**src/rtl/block_result_writer.sv**
```systemverilog
// block_result_writer
//   Writes one 2x2 result block (c11, c12, c21, c22) into the result-matrix
//   region of the shared RAM. Each element is either overwritten or
//   accumulated (read-modify-write add) into the stored partial sum. The
//   block is started once per base-multiplier result and reports completion
//   with a one-cycle done pulse.
//
// Ports
//   clk          clock, all state on the rising edge
//   rst          asynchronous active-low reset
//   start        begin a write-back (sampled only while idle)
//   acc          1 = add into stored value, 0 = overwrite
//   blk_row/col  block coordinates (in 2x2 block units)
//   i_c11..i_c22 result block elements
//   ram_r_data   RAM read data, valid one cycle after the address
//   ram_addr     RAM address (0 while not accessing)
//   ram_w_data   RAM write data (0 whenever ram_we is low)
//   ram_we       RAM write enable
//   busy         high from the cycle after an accepted start until the last write
//   done         one-cycle completion pulse
//   err          status of the last transaction (bounds or signed overflow),
//                held until the next accepted start
module block_result_writer #(
  parameter int unsigned data_w = 32,
  parameter int unsigned addr_w = 9,
  parameter int unsigned mat_n  = 8,
  parameter int unsigned c_base = 256,
  parameter int unsigned idx_w  = 4
) (
  input  logic              clk,
  input  logic              rst,
  input  logic              start,
  input  logic              acc,
  input  logic [idx_w-1:0]  blk_row,
  input  logic [idx_w-1:0]  blk_col,
  input  logic [data_w-1:0] i_c11,
  input  logic [data_w-1:0] i_c12,
  input  logic [data_w-1:0] i_c21,
  input  logic [data_w-1:0] i_c22,
  input  logic [data_w-1:0] ram_r_data,
  output logic [addr_w-1:0] ram_addr,
  output logic [data_w-1:0] ram_w_data,
  output logic              ram_we,
  output logic              busy,
  output logic              done,
  output logic              err
);

  localparam logic [2:0] ST_IDLE = 3'd0;
  localparam logic [2:0] ST_RD   = 3'd1;
  localparam logic [2:0] ST_WAIT = 3'd2;
  localparam logic [2:0] ST_WR   = 3'd3;
  localparam logic [2:0] ST_DONE = 3'd4;

  logic [2:0]        state;
  logic [1:0]        k;
  logic              acc_q;
  logic [idx_w-1:0]  row_q;
  logic [idx_w-1:0]  col_q;
  logic [data_w-1:0] c_q [4];
  logic [data_w-1:0] rd_q;

  logic [31:0]       row_last;
  logic [31:0]       col_last;
  logic              out_of_range;
  logic [addr_w-1:0] row_idx;
  logic [addr_w-1:0] col_idx;
  logic [addr_w-1:0] elem_addr;
  logic [data_w-1:0] cur_c;
  logic [data_w-1:0] sum;
  logic              sum_ovf;
  logic              active;

  // The block covers rows/cols 2*idx and 2*idx+1; the second one must exist.
  always_comb begin
    row_last     = 32'({blk_row, 1'b0}) + 32'd1;
    col_last     = 32'({blk_col, 1'b0}) + 32'd1;
    out_of_range = (row_last >= mat_n) || (col_last >= mat_n);
  end

  // Element k sits at row 2*row+k[1], column 2*col+k[0]. All arithmetic is
  // done at addr_w bits, which gives the required truncation for free.
  always_comb begin
    row_idx   = addr_w'({row_q, 1'b0}) + addr_w'(k[1]);
    col_idx   = addr_w'({col_q, 1'b0}) + addr_w'(k[0]);
    elem_addr = addr_w'(c_base) + row_idx * addr_w'(mat_n) + col_idx;
  end

  // Signed overflow: both operands share a sign that the sum does not.
  always_comb begin
    cur_c   = c_q[k];
    sum     = rd_q + cur_c;
    sum_ovf = (rd_q[data_w-1] == cur_c[data_w-1]) &&
              (sum[data_w-1] != rd_q[data_w-1]);
  end

  always_comb begin
    active     = (state == ST_RD) || (state == ST_WAIT) || (state == ST_WR);
    busy       = active;
    done       = (state == ST_DONE);
    ram_we     = (state == ST_WR);
    ram_addr   = active ? elem_addr : '0;
    ram_w_data = '0;
    if (ram_we) begin
      ram_w_data = acc_q ? sum : cur_c;
    end
  end

  always_ff @(posedge clk or negedge rst) begin
    if (!rst) begin
      state <= ST_IDLE;
      k     <= '0;
      acc_q <= 1'b0;
      row_q <= '0;
      col_q <= '0;
      rd_q  <= '0;
      err   <= 1'b0;
      for (int unsigned i = 0; i < 4; i++) begin
        c_q[i] <= '0;
      end
    end else begin
      case (state)
        ST_IDLE: begin
          if (start) begin
            acc_q  <= acc;
            row_q  <= blk_row;
            col_q  <= blk_col;
            c_q[0] <= i_c11;
            c_q[1] <= i_c12;
            c_q[2] <= i_c21;
            c_q[3] <= i_c22;
            k      <= '0;
            if (out_of_range) begin
              err   <= 1'b1;
              state <= ST_DONE;
            end else begin
              err   <= 1'b0;
              state <= acc ? ST_RD : ST_WR;
            end
          end
        end
        ST_RD: begin
          state <= ST_WAIT;
        end
        ST_WAIT: begin
          rd_q  <= ram_r_data;
          state <= ST_WR;
        end
        ST_WR: begin
          if (acc_q && sum_ovf) begin
            err <= 1'b1;
          end
          if (k == 2'd3) begin
            state <= ST_DONE;
          end else begin
            k     <= k + 2'd1;
            state <= acc_q ? ST_RD : ST_WR;
          end
        end
        ST_DONE: begin
          state <= ST_IDLE;
        end
        default: begin
          state <= ST_IDLE;
        end
      endcase
    end
  end

endmodule

```
**config.mk**
```make
export PLATFORM = sky130hd
export DESIGN_NAME = block_result_writer
export DESIGN_NICKNAME = d
export VERILOG_FILES = /design/src/rtl/block_result_writer.sv
export SDC_FILE = /design/constraint.sdc
export NUM_CORES = 1
export LEC_CHECK = 0
export ABC_AREA = 1
export BUFFER_PORTS_ARGS = -buffer_cell sky130_fd_sc_hd__buf_2
export CORE_MARGIN = 3
export CORE_UTILIZATION = 35
export DETAILED_ROUTE_END_ITERATION = 7
export SLEW_MARGIN = 10
export SYNTH_ARGS = -nofsm -noshare
export SYNTH_HDL_FRONTEND = slang
export SYNTH_SLANG_ARGS = --single-unit
```
**constraint.sdc**
```tcl
create_clock -name clk -period 3.5 [get_ports clk]
set_input_delay 0.7 -clock clk [delete_from_list [all_inputs] [get_ports clk]]
set_output_delay 0.7 -clock clk [all_outputs]
set_load 0.005 [all_outputs]
```
==> run summary <==
The endpoint identified for the worst register-to-register timing path is err. The floorplan step defined a die boundary enclosing 0.0322 mm2. The number of fillers in the final layout is 2,999.

The net count after synthesis came out at 1,755. The placeable core region is 0.0292 mm2. The cell family contributing the most delay on the critical path is buffers and inverters. The total placed cells including tap cells came out at 2,193.

In the post-synthesis netlist, the biggest area contributors are sky130_fd_sc_hd__dfrtp_1, sky130_fd_sc_hd__nand2_1, sky130_fd_sc_hd__nor2_1. Clock tree synthesis inserted a total of 17 buffers. The clock-pin slew of the registers on the worst-case setup and hold paths is 0.07 ns. The worst path setup slack after routing is -0.326 ns. The startpoint identified for the worst register-to-register timing path is k[0].

The delay of the slowest cell on the worst path is 0.47 ns. 217 I/O pins were placed. The unique cell type count in the Yosys netlist is 43.

The maximum clock frequency came out at 0.261 GHz. TritonCTS built the clock tree. The level count of the clock H-tree is 4.

The first TritonRoute pass finished after 5 iterations. The starting density of the core came out at 0.361. The signed area change from the synthesized netlist to the final layout came out at 35.9%.

The average cell area after synthesis is 6.82 um2. sky130_fd_sc_hd__dfrtp_1 takes more of the synthesized area than any other cell. The detailed router's first-iteration violation count came out at 740. The critical path capture point type is a primary output. The max-slew violation count came out at 0.

The floorplan step set the die width to 180 um. The post-synthesis cell count is 1,547. For this run, the share of the core covered by cells in the final layout is 0.491. The areal power density over the cells is 1110 mW/mm2.

The slew at the pin with the worst max-slew slack came out at 0.689 ns. Clock skew on the completed layout was measured at 0.0110 ns. Yosys mapped a number of flops with a built-in enable equal to 0.

The chip height came out at 180 um. The count of nets left with antenna violations after detail routing is 0. The number of nets at the end of the flow is 2,059. The checks that failed: negative setup slack. In this run the static leakage power is 0.00795 uW. The worst-case IR drop observed on VDD is 0.710 mV. The tool flagged a number of max-cap violations equal to 0.

The buffers plus inverters on the worst setup path came out at 6. The number of placement rows is 62. The first global-routing pass estimated 57.1 mm of wire. The fraction of registers with async set or reset after synthesis is 1.00.

Setup repair after global routing could not meet its margin everywhere. The overall fraction of global-route tracks in use came out at 0.219. The required arrival time at the worst endpoint is 2.80 ns. The number of failing setup endpoints in the final timing report is 27. The total of buffers placed on input and output ports is 216. The maximum fanout encountered on the critical timing path came out at 6. The antenna diode instance count is 0. The clock sink count came out at 175.

Leaving out fill and tap cells, the most frequent cell in the layout is sky130_fd_sc_hd__nand2_1. The average wire length per cell after detail routing came out at 16.0 um. The dominant cell type by count on the critical path is sky130_fd_sc_hd__nand2_1. For this block, the routed nets add up to 36.0 mm of wire. The max-slew headroom at the worst pin came out at 0.541.

The final global-route overflow total is 0. The count of endpoints failing hold in the final timing report came out at 0. The later pin in the worst-skew pair is clocked with a latency of 0.44 ns.

The synthesis-stage register bit count came out at 175. The setup path with the least slack is of type register to primary output. The area share of the largest cell type after synthesis is 0.415. The count of warnings emitted by yosys is 0. The mapped cell area is 0.0105 mm2.

The number of antenna violations at the first check in global routing is 1. The residual DRC count came out at 0. The clock tree buffer depth is 2. For the worst flop-to-flop path, the logic depth is 17. The portion of the post-synthesis area used by sequential elements is 0.415. On the critical path, the stage with the largest delay is an instance of sky130_fd_sc_hd__dfrtp_2. The slack of the worst reg-to-reg path is 0.80 ns.

The finished layout holds 2,247 standard cells, fillers aside. In the finished design, the share of the clock period the worst path needs comes to 1.09. Of the cells placed in the final design, the portion with a size suffix greater than 1 is 0.297. The signal arrival time at the worst endpoint is 3.13 ns. Traced cell by cell, the critical path runs through inv_6 -> buf_6 -> buf_6 -> nand2_2 -> a32oi_4 -> inv_1 -> fa_2 -> o21ai_4 -> nand2_1 -> nand2_1 -> nand2_1 -> nand2_2 -> nand2_1 -> nand3_1 -> o211ai_1 -> inv_1 -> buf_2. The top cell types in the final layout, fill and taps aside, are sky130_fd_sc_hd__nand2_1, sky130_fd_sc_hd__buf_2, sky130_fd_sc_hd__dfrtp_1, sky130_fd_sc_hd__nor2_1, sky130_fd_sc_hd__inv_1. The half-perimeter wire length after detailed placement came out at 26.6 mm.

The run finished, with violations left. The worst hold path belongs to the class input port to asynchronous set/reset pin. For this run, the leading register cell type out of synthesis is sky130_fd_sc_hd__dfrtp_1.

The tree is rooted in a sky130_fd_sc_hd__clkbuf_16. Dividing the detail-routed via count by the number of cells gives 4.82. The number of vias in the routed layout is 10,827.

The via count of the first global-routing pass came out at 10,642. STA classifies the critical path startpoint as a register. Entering global routing, the biggest net connects 142 pins.

The routability congestion estimate from global placement is 0.943. The clock period minus worst slack is 3.83 ns.
## flip-flops by register name, indices dropped and copies added, names as in the netlist
register  cells
k             2
err           1
state         3
col_q         4
rd_q         32
c_q         128
row_q         4
acc_q         1
## metrics by stage
stage / hold WS [ns] / setup WS (ns) / instance area, um2 / setup TNS [ns] / total power, uW
floorplan: 0.404 / 0.289 / 10500 / 0 / 8760
global placement: 0.448 / -0.00247 / 12600 / -0.00247 / 12100
CTS: 0.310 / -0.319 / 14100 / -5.97 / 15400
finish: 0.290 / -0.326 / 14300 / -6.27 / 15900
global route: 0.330 / -0.572 / 14300 / -12.19 / 17300
detailed placement: 0.454 / -0.0177 / 12600 / -0.0191 / 12200
## logic make-up (layout without fill, tap and decap cells)
logic type / Yosys count / count (layout) / synth area share
AND/OR/NAND/NOR: 946 / 946 / 0.353
buffers and inverters: 201 / 517 / 0.0845
AO/OA/AOI/OAI: 177 / 177 / 0.0935
flip-flops: 175 / 175 / 0.415
adder cells (fa/ha/maj): 36 / 36 / 0.0441
XOR/XNOR: 12 / 12 / 0.00997
## synth_stat cells (all sizes together), types with 11 or more instances
| cell | count |
|---|---|
| inv | 135 |
| a21oi | 36 |
| nor2 | 177 |
| ha | 34 |
| o22ai | 30 |
| clkbuf | 23 |
| o21ai | 95 |
| buf | 42 |
| dfrtp | 175 |
| nand2 | 698 |
| xor2 | 11 |
| nand3 | 53 |
## per-layer routing
layer  share of wire  vias up  global-route usage
met4           0.013        2              0.0442
met5         0.00036        -                   0
met1            0.48     5060               0.322
li1                -     5444                   -
met2            0.45      287               0.339
met3           0.057       34              0.0398
## timing repair
action	4_1_cts	5_1_grt
setup endpoints to repair	29	29
gates cloned	2	1
hold buffers	0	0
gates resized for setup	174	60
pin swaps	39	11
setup buffers	14	7
## power breakdown
part	internal [uW]	switching, uW	total, uW
combinational	4370	5890	10300
clock	1050	885	1930
sequential	3020	740	3760
## layout make-up
| class | instances | area (um2) | share of cell area |
|---|---|---|---|
| timing repair buffer | 350 | 2290 | 0.160 |
| tap | 384 | 480 | 0.0335 |
| clock buffer | 21 | 470 | 0.0328 |
| sequential | 175 | 4380 | 0.306 |
| clock inverter | 10 | 103 | 0.00716 |
| multi-input combinational | 1171 | 6090 | 0.425 |
| inverter | 136 | 518 | 0.0361 |
## worst max path at each step
| stage | start | to | cells after the start |
|---|---|---|---|
| 2_1_floorplan | k[1] | ram_w_data[18] | 18 |
| 3_3_place_gp | k[0] | ram_w_data[23] | 19 |
| 3_5_place_dp | k[0] | ram_w_data[12] | 14 |
| 4_1_cts | k[0] | ram_w_data[23] | 18 |
| 5_1_grt | k[0] | ram_w_data[30] | 20 |
| 6_report | k[0] | ram_w_data[14] | 17 |
(Power assumes the default switching activity.)
